$ cat config.mk
export PLATFORM = sky130hd
export DESIGN_NAME = load_store_unit
export DESIGN_NICKNAME = d
export VERILOG_FILES = /design/src/rtl/load_store_unit.sv
export SDC_FILE = /design/constraint.sdc
export NUM_CORES = 1
export LEC_CHECK = 0
export ABC_AREA = 1
export CAP_MARGIN = 20
export CORE_MARGIN = 3
export CORE_UTILIZATION = 45
export DETAILED_ROUTE_END_ITERATION = 10
export GPL_TIMING_DRIVEN = 0
export PLACE_DENSITY = 0.77
export SYNTH_ARGS = -nofsm -noshare
export SYNTH_HDL_FRONTEND = slang
export SYNTH_SLANG_ARGS = --single-unit
$ cat constraint.sdc
create_clock -name clk -period 3.1 [get_ports clk]
set_input_delay 0.62 -clock clk [delete_from_list [all_inputs] [get_ports clk]]
set_output_delay 0.62 -clock clk [all_outputs]
set_load 0.03 [all_outputs]
$ cat src/rtl/load_store_unit.sv
// Load/store unit: one byte-addressed request at a time against a word-wide memory
// with combinational read; sub-word stores are done as read-modify-write.
//
// Handshake: a request transfers on a rising edge where req_valid && req_ready.
// req_ready is high only in IDLE (and not in reset). Every accepted request
// produces exactly one single-cycle resp_valid pulse unless reset intervenes.
module load_store_unit #(
   parameter int DATA_WIDTH     = 32,
   parameter int MEM_WORDS_LOG2 = 10
) (
   input  logic                  clk,
   input  logic                  rst,
   input  logic                  req_valid,
   output logic                  req_ready,
   input  logic                  req_we,
   input  logic [2:0]            req_funct3,
   input  logic [DATA_WIDTH-1:0] req_addr,
   input  logic [DATA_WIDTH-1:0] req_wdata,
   output logic                  resp_valid,
   output logic [DATA_WIDTH-1:0] resp_rdata,
   output logic                  resp_err,
   output logic                  mem_we,
   output logic [DATA_WIDTH-1:0] mem_addr,
   output logic [DATA_WIDTH-1:0] mem_wd,
   input  logic [DATA_WIDTH-1:0] mem_rd,
   output logic [1:0]            dbg_state
);

   typedef enum logic [1:0] {
      S_IDLE  = 2'd0,
      S_READ  = 2'd1,
      S_WRITE = 2'd2,
      S_RESP  = 2'd3
   } state_t;

   state_t                state;
   logic [DATA_WIDTH-1:0] addr_q;
   logic [DATA_WIDTH-1:0] wdata_q;
   logic [DATA_WIDTH-1:0] rd_q;
   logic [DATA_WIDTH-1:0] result_q;
   logic [2:0]            funct3_q;
   logic                  we_q;
   logic                  err_q;
   logic                  resp_valid_q;

   logic                  misaligned;
   logic                  out_of_range;
   logic                  illegal;
   logic                  req_err;
   logic [7:0]            lane_byte;
   logic [15:0]           lane_half;
   logic [DATA_WIDTH-1:0] load_val;
   logic [3:0]            byte_en;
   logic [DATA_WIDTH-1:0] store_data;
   logic [DATA_WIDTH-1:0] merged;

   always_comb begin
      misaligned = 1'b0;
      case (req_funct3[1:0])
         2'b01:   misaligned = req_addr[0];
         2'b10:   misaligned = |req_addr[1:0];
         default: misaligned = 1'b0;
      endcase
      out_of_range = |req_addr[DATA_WIDTH-1:MEM_WORDS_LOG2+2];
      if (req_we)
         illegal = (req_funct3 > 3'd2);
      else
         illegal = (req_funct3 == 3'd3) || (req_funct3 == 3'd6) || (req_funct3 == 3'd7);
      req_err = misaligned || out_of_range || illegal;
   end

   // Load lane extraction works directly on the live memory read in READ.
   always_comb begin
      case (addr_q[1:0])
         2'd0:    lane_byte = mem_rd[7:0];
         2'd1:    lane_byte = mem_rd[15:8];
         2'd2:    lane_byte = mem_rd[23:16];
         default: lane_byte = mem_rd[31:24];
      endcase
      lane_half = addr_q[1] ? mem_rd[31:16] : mem_rd[15:0];
      case (funct3_q)
         3'd0:    load_val = {{24{lane_byte[7]}}, lane_byte};
         3'd1:    load_val = {{16{lane_half[15]}}, lane_half};
         3'd2:    load_val = mem_rd;
         3'd4:    load_val = {24'd0, lane_byte};
         3'd5:    load_val = {16'd0, lane_half};
         default: load_val = '0;
      endcase
   end

   // Store merge: replicate the sub-word across lanes, then pick by byte enable.
   always_comb begin
      case (funct3_q[1:0])
         2'b00: begin
            byte_en    = 4'b0001 << addr_q[1:0];
            store_data = {4{wdata_q[7:0]}};
         end
         2'b01: begin
            byte_en    = 4'b0011 << addr_q[1:0];
            store_data = {2{wdata_q[15:0]}};
         end
         default: begin
            byte_en    = 4'b1111;
            store_data = wdata_q;
         end
      endcase
      merged = rd_q;
      for (int i = 0; i < 4; i++) begin
         if (byte_en[i])
            merged[8*i +: 8] = store_data[8*i +: 8];
      end
   end

   always_ff @(posedge clk) begin
      if (rst) begin
         state        <= S_IDLE;
         addr_q       <= '0;
         wdata_q      <= '0;
         rd_q         <= '0;
         result_q     <= '0;
         funct3_q     <= 3'd0;
         we_q         <= 1'b0;
         err_q        <= 1'b0;
         resp_valid_q <= 1'b0;
      end else begin
         case (state)
            S_IDLE: begin
               resp_valid_q <= 1'b0;
               if (req_valid) begin
                  addr_q   <= req_addr;
                  wdata_q  <= req_wdata;
                  funct3_q <= req_funct3;
                  we_q     <= req_we;
                  err_q    <= req_err;
                  result_q <= '0;
                  if (req_err) begin
                     state        <= S_RESP;
                     resp_valid_q <= 1'b1;
                  end else begin
                     state <= S_READ;
                  end
               end
            end
            S_READ: begin
               rd_q <= mem_rd;
               if (we_q) begin
                  state <= S_WRITE;
               end else begin
                  result_q     <= load_val;
                  state        <= S_RESP;
                  resp_valid_q <= 1'b1;
               end
            end
            S_WRITE: begin
               state        <= S_RESP;
               resp_valid_q <= 1'b1;
            end
            S_RESP: begin
               resp_valid_q <= 1'b0;
               state        <= S_IDLE;
            end
            default: state <= S_IDLE;
         endcase
      end
   end

   assign req_ready  = (state == S_IDLE) && !rst;
   assign resp_valid = resp_valid_q;
   assign resp_rdata = result_q;
   assign resp_err   = err_q;
   assign mem_we     = (state == S_WRITE) && !rst;
   assign mem_addr   = {2'b00, addr_q[DATA_WIDTH-1:2]};
   assign mem_wd     = (state == S_WRITE) ? merged : '0;
   assign dbg_state  = state;

endmodule

Word level (Yosys, flattened, before mapping)

Index checks and enable logic that the tools add are counted.

$lt $le $gt $ge: 1
Bitwise gates (word level): 0
Multipliers: 0
Reduce and logical (&&, ||, !) cells: 16
Muxes and demuxes: 23
Equal/unequal tests: 17
$add $sub $neg: 0
Div/mod/pow operators: 0
Shifts and indexed selects: 2

Operators with widths:

| operator            | number |
|---|---|
| $pmux 32 s5         | 1 |
| $pmux 32 s2         | 2 |
| $mux 32             | 3 |
| $mux 8              | 4 |
| $pmux 8 s3          | 1 |
| $reduce_or 20->1    | 1 |
| $mux 16             | 1 |
| $eq 3x3->1 const B  | 4 |
| $eq 2x1->1 const B  | 4 |
| $eq 2x2->1 const B  | 4 |
| $pmux 2 s4          | 1 |
| $pmux 4 s2          | 1 |
| $eq 3x2->1 const B  | 2 |
| $logic_not 2->1     | 3 |
| $mux 1              | 5 |
| $logic_or 1x1->1    | 4 |
| $mux 2              | 2 |
| $ne 2x2->1 const B  | 2 |
| $pmux 1 s4          | 1 |
| $shl 1x2->4 const A | 1 |
| $shl 2x2->4 const A | 1 |
| $eq 3x1->1 const B  | 1 |
| $gt 3x2->1 const B  | 1 |
| $logic_not 3->1     | 1 |
| other kinds (7)     | 8 |

Bits in read-only memories: 0
Output and inout bits: 102
Flip-flop bits (word level): 136
Word-level logic and storage cells: 68
Input bits: 103
Latch bits: 0
Memories kept: 0
RAM bits: 0

Depth between registers and ports, before layout

Gate-level depths: netlist of the first run.

Depth after elaboration: 8
Depth in mapped cells: 10
Depth with buffers taken out: 10

Least setup slack after synthesis of the first run

OpenSTA, ideal clock, no wires.

Kind: register -> output
Start: reg state[1], in the netlist dbg_state[1]
End: out mem_wd[27]
Setup slack: 0.551 ns
Arrival time: 1.929 ns
Required time: 2.480 ns
Stages on the path, launching flop included: 5
Path buffers: 1
Cells stage by stage: dfxtp_1 -> ha_1 -> clkbuf_1 -> o21ai_0 -> a211oi_1

Cells in the longest elaborated chain, start to end: 2

RTL lines:

| element                  | line | text |
|---|---|---|
| start: declaration       | 36   | `state_t state;` |
| start signal: assignment | 116  | `state <= S_IDLE;` |
| start signal: assignment | 137  | `state <= S_RESP;` |
| start signal: assignment | 140  | `state <= S_READ;` |
| $eq 2x2->1               | 173  | `assign mem_wd = (state == S_WRITE) ? merged : '0;` |
| $mux 32                  | 173  |  |
| end: declaration         | 24   | `output logic [DATA_WIDTH-1:0] mem_wd,` |

No other way between the ends.

Worst setup path in the final report of the first run

Start: reg funct3_q[0]
End: out mem_wd[14]

Cells in the longest elaborated chain, start to end: 4
Elaborated cells on any way between the ends: 6
Those cells by class: 1 x eq/ne; 4 x mux; 1 x reduce/logical

RTL lines:

| element                                              | line | text |
|---|---|---|
| start: declaration                                   | 41   | `logic [2:0] funct3_q;` |
| start signal: assignment                             | 132  | `funct3_q <= req_funct3;` |
| $eq 2x1->1 / $logic_not 2->1 (equally long branches) | 93   | `case (funct3_q[1:0])` |
| $pmux 32 s2 / $pmux 4 s2 (equally long branches)     | 93   |  |
| $mux 8 (*)                                           | 109  | `if (byte_en[i])` |
| $mux 32 (*)                                          | 173  |  |

Every way passes the cells marked *; elsewhere a longest branch is shown, timed or not.

==> metrics.md, run 1 <==
| Metric | Value |
|---|---|
| Post-synthesis adder-cell area fraction | 1.25% |
| Sequential share of the synthesized area | 39.0% |
| Synth Instances | 1031 |
| First-pass GRT wire length | 35.7 mm |
| Routed vias/inst | 5.22 |
| Worst Tran Pin Value | 703 ps |
| Max IR drop VDD | 527 uV |
| Site Rows | 44 |
| WL met3 | 2.32 mm |
| Setup crit end kind | primary output |
| DRC viols | 0 |
| Port buffer count | 201 |
| DRT iter0 DRCs | 758 |
| Finished Core Util | 66.5% |
| Crit-path slowest cell | dfxtp_1 |
| Seq cells post-synth | 136 |
| Final HPWL DP | 18.0 mm |
| Vias in the first global route | 7052 |
| Combinational family with the most area after synthesis | compound AO/OA/AOI/OAI gates |
| Maxcap violations | 0 |
| Synth Flop Type | dfxtp_1 |
| Pre-antenna DRT Iters | 7 |
| Die X | 131 um |
| Routability cong. | 0.967 |
| Multiplexer area fraction after synthesis | 0% |
| Avg WL per Cell | 16.2 um |
| Fin cells | 1449 |
| Worst endpoint required time | 2480 ps |
| Reg clk slew, reported paths | 60 ps |
| Fin. max-slew vios | 0 |
| Syn avg cell area | 6.77 sq um |
| Effective utilization at floorplan | 47.0% |
| Largest net degree at the start of global routing | 17 |
| Clock Root Buffer | clkbuf_16 |
| M1 wire length | 9.58 mm |
| Clk buf depth | 2 |
| Via count | 7566 |
| Startpoint Class | flip-flop |
| Full die area | 0.0170 sq mm |
| Crit-path max FO | 10 |
| Fillers | 1277 |
| Critical-path cell list | inv_2 -> nor2_8 -> nor2_4 -> o21ai_4 -> buf_6 -> nor2_1 -> a211oi_2 -> dlygate4sd2_1 |
| # IOs | 205 |
| Max incr delay on CP | 450 ps |
| Xor/xnor cell area share of the yosys netlist | 0% |
| Initial antenna violation count | 0 |
| CTS buffer count | 17 |
| Final period util | 97.0% |
| Cell Pwr Density | 956 mW/mm^2 |
| Kind of critical path | reg2out |
| Async S/R FF share, synth | 0% |
| Post-route ant nets | 0 |
| All-Layer GR Usage | 27.2% |
| Clock skew | 7.11 ps |
| CTS tree | done |
| Ys Warns | 0 |
| Ant. Diodes | 0 |
| Number of synthesized flops with an enable pin | 0 |
| Hold WS | 463 ps |
| Data arrival, critical path | 2390 ps |
| Min Tclk post-route | 3010 ps |
| RSZ-0062 raised after global routing | false |
| Final setup violating endpoints | 0 |
| Final wirelength | 23.5 mm |
| Count of final hold-check violations | 0 |
| DP Cell Count | 1417 |
| Max layer used | met4 |
| Max Clock Freq | 0.333 GHz |
| Most frequent cells in the layout | nand2_1, nor2_1, clkdlybuf4s50_1 |
| Core Area | 0.0149 sq mm |
| Outcome | completed |
| Post-CTS setup-driven buffer insertion count | 0 |
| Leakage | 0.00436 uW |
| Commonest non-fill, non-tap cell in the layout | nand2_1 |
| Fin worst setup slack | 94.3 ps |
| Met2 Wirelength | 10.9 mm |
| Synth-to-Final Area Change | 41.6% |
| Max H-tree Level | 4 |
| Synth unique cells | 32 |
| Overflow after GRT | 0 |
| Nets | 1362 |
| HP Class | reg2reg |
| Clk_lat worst skew | 430 ps |
| CTS sink count | 136 |
| Layout cells sized above 1 | 10.3% |
| Hold buffer count at cts | 0 |
| Die Y | 131 um |
| Sum Neg Setup Slack | 0 ps |
| Post-synthesis instance area | 0.00698 sq mm |
| Max transition margin | 53.1% |
| Synth Area in Compound Gates | 23.6% |
| Pre-CTS setup slack | 95.3 ps |
| Simple-Gate Fraction of Synth Area | 23.5% |
Yosys cell counts, types with 9 or more instances:
library cell | instances | area [sq um]
a21oi_2 | 10 | 87.6
buf_2 | 16 | 80.1
inv_1 | 80 | 300
nand2_1 | 209 | 785
nor2_1 | 178 | 668
clkbuf_1 | 35 | 131
nand3_1 | 9 | 45.0
a211oi_1 | 11 | 82.6
buf_4 | 38 | 285
a21oi_1 | 91 | 455
o21ai_0 | 166 | 831
dfxtp_1 | 136 | 2720
stage by stage:
step	power (uW)	cell area, sq um
finish	9440	9880
global route	10000	9880
CTS	9410	9860
detailed placement	7180	9230
global placement	7130	9230
floorplan	5600	6980
flip-flops by register name (all words and copies together) (netlist names):
register,flops
addr_q,32
dbg_state,2
funct3_q,3
rd_q,32
resp_err,1
resp_rdata,32
resp_valid,1
wdata_q,32
we_q,1
power by group:
part	internal [uW]	leakage [uW]	switching [uW]
sequential	2270	0.00112	312
combinational	1660	0.00293	2930
clock	1450	0.000313	818
repair_timing:
| item | 4_1_cts | 5_1_grt |
|---|---|---|
| cloned | 0 | 0 |
| setup endpoints to repair | 33 | 12 |
| resized for setup | 31 | 9 |
critical path: cells and delay by family (launching register included):
kind            cells  cell delay (ps)
buf+inv             3              760
flops               1              450
compound gates      2              440
simple gates        3              320
final timing paths:
kind / cells past startpoint / end / start / slack, ps
worst min-delay path: 2 / resp_rdata[1] / resp_rdata[1] / 460
worst min register to register: 2 / resp_rdata[1] / resp_rdata[1] / 460
worst max register to register: 7 / addr_q[21] / dbg_state[0] / 800
worst max-delay path: 8 / mem_wd[14] / funct3_q[0] / 90
metal layers:
metal  global-route usage [%]  vias up
met2                     44.4      351
met3                     7.89       49
li1                         -     3749
met4                     11.1        0
met1                     33.7     3417
met5                        0        -
area by class of cell:
class / count / area (sq um) / area share [%]
Tap cell: 184 / 230 / 2.33
Inverter: 84 / 317 / 3.20
Multi-Input combinational cell: 717 / 3390 / 34.3
Buffer: 95 / 566 / 5.72
Sequential cell: 136 / 2720 / 27.6
Timing Repair Buffer: 201 / 1990 / 20.2
Clock buffer: 18 / 439 / 4.44
Clock inverter: 14 / 221 / 2.24
cells by family (layout without fill, tap and decap cells):
kind of cell               after synthesis  after routing
AOI/OAI and AO/OA                      299            299
DFF                                    136            136
other                                    1              2
buffers and inverters                  179            412
and+or+nand+nor                        409            409
adders and majority gates                7              7
No activity file was read; power rests on OpenSTA's default activity.
==> run 2: changes to the inputs <==
--- a/config.mk
+++ b/config.mk
@@ -14,2 +14,3 @@
 export PLACE_DENSITY = 0.77
+export SETUP_SLACK_MARGIN = 0.1
 export SYNTH_ARGS = -nofsm -noshare
--- a/constraint.sdc
+++ b/constraint.sdc
@@ -3,2 +3,2 @@
 set_output_delay 0.62 -clock clk [all_outputs]
-set_load 0.03 [all_outputs]
+set_load 0.01 [all_outputs]
==> metrics.md, run 2 (synthesis results as in run 1) <==
| Metric | Value |
|---|---|
| Outcome | completed |
| Setup crit end kind | primary output |
| Full die area | 0.0170 sq mm |
| CTS buffer count | 17 |
| Final HPWL DP | 18.0 mm |
| All-Layer GR Usage | 27.3% |
| Final period util | 96.8% |
| Routed vias/inst | 5.19 |
| Worst endpoint required time | 2480 ps |
| Crit-path max FO | 10 |
| First-pass GRT wire length | 35.8 mm |
| Clock skew | 7.25 ps |
| Cell Pwr Density | 908 mW/mm^2 |
| Via count | 7528 |
| Avg WL per Cell | 16.3 um |
| Max Clock Freq | 0.333 GHz |
| Clk buf depth | 2 |
| Pre-antenna DRT Iters | 5 |
| Final wirelength | 23.6 mm |
| Data arrival, critical path | 2380 ps |
| CTS sink count | 136 |
| Commonest non-fill, non-tap cell in the layout | nand2_1 |
| Nets | 1363 |
| Fin. max-slew vios | 0 |
| Port buffer count | 201 |
| Worst Tran Pin Value | 708 ps |
| Die X | 131 um |
| Count of final hold-check violations | 0 |
| Max transition margin | 52.8% |
| Site Rows | 44 |
| Sum Neg Setup Slack | 0 ps |
| Die Y | 131 um |
| Leakage | 0.00443 uW |
| HP Class | reg2reg |
| Vias in the first global route | 7105 |
| Reg clk slew, reported paths | 60 ps |
| DRT iter0 DRCs | 737 |
| DRC viols | 0 |
| Kind of critical path | reg2out |
| Max IR drop VDD | 527 uV |
| # IOs | 205 |
| Clock Root Buffer | clkbuf_16 |
| Startpoint Class | flip-flop |
| Total power | 9100 uW |
| Largest net degree at the start of global routing | 17 |
| Effective utilization at floorplan | 47.0% |
| Clk_lat worst skew | 430 ps |
| Initial antenna violation count | 0 |
| RSZ-0062 raised after global routing | true |
| CTS tree | done |
| Synth-to-Final Area Change | 43.6% |
| Reg2reg setup slack | 720 ps |
| Maxcap violations | 0 |
| Final setup violating endpoints | 0 |
| Ant. Diodes | 0 |
| Min Tclk post-route | 3000 ps |
| Most frequent cells in the layout | nand2_1, clkdlybuf4s50_1, nor2_1 |
| Routability cong. | 0.967 |
| Max H-tree Level | 4 |
| Overflow after GRT | 0 |
| Layout cells sized above 1 | 11.2% |
| Post-route ant nets | 0 |
| Core Area | 0.0149 sq mm |
[run 2: stage by stage]
stage / worst slack [ps] / instances / cell area [sq um] / util, % / hold WS (ps)
floorplan: 1030 / 1032 / 6980 / - / 444
global placement: 198 / 1417 / 9230 / 62.1 / 455
detailed placement: 210 / 1417 / 9230 / 62.1 / 457
CTS: 16.3 / 1449 / 9940 / 66.9 / 466
global route: 22.4 / 1450 / 10000 / 67.4 / 486
finish: 99.5 / 1450 / 10000 / 67.4 / 463
[run 2: what timing repair did]
action / 4_1_cts / 5_1_grt
gates resized for setup: 24 / 28
pin swaps: 0 / 1
setup endpoints to repair: 32 / 23
setup buffers: 0 / 1
hold buffers: 0 / 0
[run 2: cell type report]
| type | instances | area (sq um) |
|---|---|---|
| clock inverters | 14 | 221 |
| plain buffers | 95 | 579 |
| fillers | 1259 | 4840 |
| flip-flops and latches | 136 | 2730 |
| repair buffers | 202 | 2050 |
| well taps | 184 | 230 |
| inverters | 84 | 318 |
| clock buffers | 18 | 439 |
| multi-input cells | 717 | 3460 |
[run 2: report_power, final]
group / switching, uW / leakage, uW / internal (uW)
Clock: 815 / 0.000313 / 1450
Sequential: 318 / 0.00112 / 2270
Combinational: 2490 / 0.00300 / 1750
Total: 3620 / 0.00443 / 5480
[run 2: per-layer routing]
layer	vias up	routed length [um]	track usage (%)
met1	3404	9690	33.2
met3	43	2280	8.54
met5	-	0	0
li1	3752	-	-
met4	0	643	11.3
met2	329	11000	44.8
[run 2: critical path, stage by stage, from the launching register on]
cell,delay (ps)
dfxtp_1,290
buf_4,180
inv_1,150
buf_4,210
o21ai_4,100
buf_6,160
a211oi_2,270
clkdlybuf4s50_1,590
[run 2: path summary, 6_finish.rpt]
check	startpoint	endpoint	cells past startpoint
max reg2reg	dbg_state[0]	addr_q[21]	7
min reg2reg	resp_rdata[1]	resp_rdata[1]	2
min	resp_rdata[1]	resp_rdata[1]	2
max	funct3_q[1]	mem_wd[10]	7
==> run 3: changes to the inputs <==
GPL_TIMING_DRIVEN = default   (was 0)
==> metrics.md, run 3 (synthesis results as in run 1) <==
| Metric | Value |
|---|---|
| Initial antenna violation count | 0 |
| Nets | 1307 |
| Outcome | completed |
| Port buffer count | 202 |
| Startpoint Class | flip-flop |
| Leakage | 0.00419 uW |
| DRT iter0 DRCs | 732 |
| Maxcap violations | 0 |
| RSZ-0062 raised after global routing | true |
| Sum Neg Setup Slack | 0 ps |
| Routability cong. | 0.948 |
| Total power | 8760 uW |
| DRC viols | 0 |
| Layout cells sized above 1 | 8.94% |
| Die X | 131 um |
| Fin. max-slew vios | 0 |
| Routed vias/inst | 5.31 |
| Final wirelength | 23.4 mm |
| Clock Root Buffer | clkbuf_16 |
| Commonest non-fill, non-tap cell in the layout | nand2_1 |
| Effective utilization at floorplan | 47.0% |
| Max Clock Freq | 0.339 GHz |
| Fin worst setup slack | 150 ps |
| Site Rows | 44 |
| Overflow after GRT | 0 |
| Max transition margin | 63.7% |
| Setup crit end kind | primary output |
| Cell Pwr Density | 907 mW/mm^2 |
| Die Y | 131 um |
| Pre-CTS setup slack | 434 ps |
| Pre-antenna DRT Iters | 5 |
| Count of final hold-check violations | 0 |
| Kind of critical path | reg2out |
| Ant. Diodes | 0 |
| CTS sink count | 136 |
| Min Tclk post-route | 2950 ps |
| Hold buffer count at cts | 0 |
| Core Area | 0.0149 sq mm |
| R2r worst-path depth | 9 |
| Synth-to-Final Area Change | 38.4% |
| Largest net degree at the start of global routing | 65 |
| Max IR drop VDD | 494 uV |
| All-Layer GR Usage | 26.1% |
| Crit-path max FO | 16 |
| First-pass GRT wire length | 34.6 mm |
| Clk_lat worst skew | 420 ps |
| Data arrival, critical path | 2330 ps |
| CTS buffer count | 17 |
| Worst endpoint required time | 2480 ps |
| Worst Tran Pin Value | 544 ps |
| Final period util | 95.2% |
| Post-route ant nets | 0 |
| Max H-tree Level | 4 |
| Final setup violating endpoints | 0 |
| Finished Core Util | 65.0% |
| Full die area | 0.0170 sq mm |
| Avg WL per Cell | 16.8 um |
| Worst Hold Depth | 2 |
| CTS tree | done |
| Vias in the first global route | 6666 |
| Most frequent cells in the layout | nand2_1, clkdlybuf4s50_1, nor2_1 |
| Reg clk slew, reported paths | 60 ps |
| Via count | 7395 |
| Fillers | 1320 |
| Final HPWL DP | 16.8 mm |
| Clk buf depth | 2 |
| Clock skew | 6.74 ps |
| HP Class | reg2reg |
| # IOs | 205 |
==> run 3: worst paths after layout <==
| kind | to | from | slack, ps |
|---|---|---|---|
| worst min-delay path | resp_rdata[2] | resp_rdata[2] | 460 |
| worst max-delay path | mem_wd[21] | addr_q[1] | 150 |
| worst max register to register | resp_rdata[22] | dbg_state[1] | 1110 |
| worst min register to register | resp_rdata[2] | resp_rdata[2] | 460 |
==> run 3: critical path: stages, from the launching register on <==
cell and delay (ps):
dfxtp_1 360, buf_4 210, a21oi_1 260, nand2_4 170
buf_4 170, a31oi_1 160, clkdlybuf4s50_1 570
==> run 3: power by group <==
| group | switching (uW) | total [uW] | internal [uW] |
|---|---|---|---|
| Sequential | 329 | 2600 | 2270 |
| Combinational | 2400 | 4080 | 1670 |
| Clock | 768 | 2080 | 1320 |
==> run 3: layout make-up <==
| type | instances | area [sq um] | share of cell area, % |
|---|---|---|---|
| Multi-Input combinational cell | 719 | 3420 | 35.4 |
| Sequential cell | 136 | 2730 | 28.2 |
| Timing Repair Buffer | 239 | 2380 | 24.6 |
| Clock buffer | 22 | 474 | 4.91 |
| Inverter | 84 | 315 | 3.26 |
| Tap cell | 184 | 230 | 2.38 |
| Clock inverter | 8 | 121 | 1.26 |
==> run 3: layer usage <==
metal | routed length (um) | vias up | share of wire, % | track usage, %
li1 | - | 3640 | - | -
met1 | 9560 | 3400 | 41 | 32.0
met2 | 11500 | 325 | 49 | 45.9
met3 | 2060 | 30 | 8.8 | 7.60
met4 | 236 | 0 | 1.0 | 5.14
met5 | 0 | - | 0 | 0
==> run 3: timing repair <==
item,in CTS,in global routing
buffers inserted,5,12
resized for setup,7,19
endpoints found under the setup margin,23,23
gates cloned,0,2
pin swaps,1,6
==> run 3: stage by stage <==
stage,hold slack [ps],cells,instance area (sq um)
floorplan,444,1032,6980
finish,463,1392,9660
detailed placement,455,1343,8860
global route,480,1392,9660
global placement,454,1343,8860
CTS,464,1378,9490
==> edit (settings of run 3) <==
Reset style: asynchronous (`rst`), changed in one clocked block.
--- a/src/rtl/load_store_unit.sv
+++ b/src/rtl/load_store_unit.sv
@@ -112,5 +112,5 @@
    end
 
-   always_ff @(posedge clk) begin
+   always_ff @(posedge clk or posedge rst) begin
       if (rst) begin
          state        <= S_IDLE;
Check against the original RTL: differs if rst is asserted again (counterexample within 4 cycles, from zero or initial values and one cycle with rst high); with rst held inactive, the same outputs for 4 cycles.
==> edit against run 3 <==
  * Area after synthesis is 2.9% higher
  * Cell area is 3.1% higher
  * Worst setup slack lost 0.0038 ns
  * Power increased by 24%
  * Worst hold slack gained 0.013 ns
  * Combinational power grew 34%
  * Via count fell by 5.7%
  * Cell count is 2.7% lower
  * Wire length is 1.3% lower
  * Critical endpoint is now mem_wd[28]
  * Count of clock-buffer cells in the layout increased by 3
  * Largest power group unchanged
  * Sequential share of layout area rose by 6.0 points
  * Sequential cell count is the same
  * Clock power rose by 4%
==> edit: results (changes against run 3) <==
| Metric | Value |
|---|---|
| Status | `completed (unchanged)` |
| First-pass DRT Iterations | `5 (unchanged)` |
| Critical R2R Launch | `dbg_state[0] (was dbg_state[1])` |
| Met3 usage | `7.06% (was 7.60%)` |
| Leakage power | `5.01 nW (was 4.19 nW)` |
| Fraction of layout cells with a size suffix above 1 | `8.66% (was 8.94%)` |
| Top cells by area, synth | `dfrtp_1 47%, nand2_1 23%, o21ai_0 5.2% (was dfxtp_1 39%, o21ai_0 12%, nand2_1 11%)` |
| Seq/Total Area, Yosys | `47.4% (was 39.0%)` |
| Worst Tran Pin Value | `0.688 ns (was 0.544 ns)` |
| WP data arrival | `2.33 ns (about the same)` |
| N_diodes | `0 (unchanged)` |
| Remaining Overflow, GRT | `0 (unchanged)` |
| GR peak layer | `met2 (unchanged)` |
| H-tree depth | `4 (unchanged)` |
| CTS root buf | `clkbuf_16 (unchanged)` |
| Switching pwr | `4.46 mW (was 3.50 mW)` |
| Vias in the first global route | `6660 (was 6666)` |
| TritonCTS buffer count | `17 (unchanged)` |
| Start point of the worst min-delay path | `addr_q[18] (was resp_rdata[2])` |
| Nets@finish | `1240 (was 1307)` |
| Clock Latency Late Sink | `0.42 ns (about the same)` |
| Clock Skews | `0.00662 ns (was 0.00674 ns)` |
| Syn. warnings | `0 (unchanged)` |
| Crit Path Max Fanout | `32 (was 16)` |
| WS Path Type | `flip-flop to primary output (unchanged)` |
| CTS max path bufs | `2 (unchanged)` |
| Initial antenna violation count | `0 (unchanged)` |
| First-pass GRT wire length | `36400 um (was 34600 um)` |
| First DRT Iteration DRCs | `718 (was 732)` |
| Yosys top cell area share | `47.4% (was 39.0%)` |
| GR Util met2 | `40.9% (was 45.9%)` |
| Largest net degree at the start of global routing | `64 (was 65)` |
| Max VDD drop | `0.605 mV (was 0.494 mV)` |
| Critical path's largest stage delay | `0.57 ns (about the same)` |
| Cell variety after synth | `31 (was 32)` |
| Worst path slowest cell | `clkdlybuf4s50_1 (unchanged)` |
| WL/cell | `17.1 um (was 16.8 um)` |
| Avg Vias per Cell | `5.15 (was 5.31)` |
| Routing usage on met1 | `35.3% (was 32.0%)` |
| RePlAce Congestion | `0.946 (was 0.948)` |
| Buffers added on ports | `202 (unchanged)` |
| All-Layer GR Usage | `26.4% (was 26.1%)` |
| Family with the most delay on the worst path | `buffers and inverters (unchanged)` |
| Top cells by count, synth | `432 x nand2_1, 136 x dfrtp_1, 74 x o21ai_0 (was 209 x nand2_1, 178 x nor2_1, 166 x o21ai_0)` |
| P_clk | `2.17 mW (was 2.08 mW)` |
| Hold Path Class | `flip-flop to flip-flop (unchanged)` |
| HPWL after DPL | `16700 um (was 16800 um)` |
| Final setup violation count | `0 (unchanged)` |
| Fillcell total | `1290 (was 1320)` |
| P_comb | `5.48 mW (was 4.08 mW)` |
| CTS clk-pin slew, worst paths | `0.06 ns (about the same)` |
| Share of synthesized registers carrying an async set or reset | `100% (was 0%)` |
| Worst slack, placed | `0.418 ns (was 0.434 ns)` |
==> edit: metal layers <==
metal / part of all wire (%) / wire (um) / vias to the layer above
met1: 43 / 9830 / 3232
met2: 46 / 10600 / 322
met3: 8.2 / 1890 / 61
li1: - / - / 3357
met5: 0 / 0 / -
met4: 3.2 / 740 / 0
==> edit: what timing repair did <==
action,CTS,global route
pin swaps,2,2
gates resized for setup,6,19
setup buffers,3,10
cloned,1,0
endpoints found under the setup margin,25,30
==> edit: stage by stage <==
step | hold WS (ns) | area [um^2] | util (%) | total power [mW] | instances
detailed placement | 0.464 | 9150 | 59.3 | 8.36 | 1308
global placement | 0.461 | 9120 | 59.1 | 8.26 | 1307
CTS | 0.477 | 9830 | 63.7 | 10.7 | 1344
global route | 0.492 | 9960 | 64.5 | 11.6 | 1354
floorplan | 0.437 | 7190 | - | 6.39 | 961
finish | 0.476 | 9960 | 64.5 | 10.9 | 1354
==> edit: logic make-up (layout without fill, tap and decap cells) <==
group,after synthesis,count (layout),synth area share (%)
other cells,1,2,0.0522
compound gates,173,174,13.8
simple gates,504,504,27.5
buf+inv,139,320,10.1
flops,136,136,47.4
fa+ha+maj,7,7,1.22
==> edit: final cells by class <==
class / count / area [um^2] / share of cell area (%)
timing repair buffer: 231 / 2340 / 23.5
sequential: 136 / 3410 / 34.2
inverter: 57 / 220 / 2.21
tap: 211 / 264 / 2.65
multi-input combinational: 687 / 3100 / 31.2
clock inverter: 7 / 140 / 1.41
clock buffer: 25 / 485 / 4.87
==> edit: final timing paths <==
kind	to	slack, ns	cells past startpoint
worst max register to register	resp_rdata[14]	0.90	8
min in group asynchronous	dbg_state[1]	0.66	2
worst min-delay path	addr_q[18]	0.48	2
worst max-delay path	mem_wd[28]	0.15	6
worst min register to register	addr_q[18]	0.48	2
max in group asynchronous	rd_q[6]	1.65	4
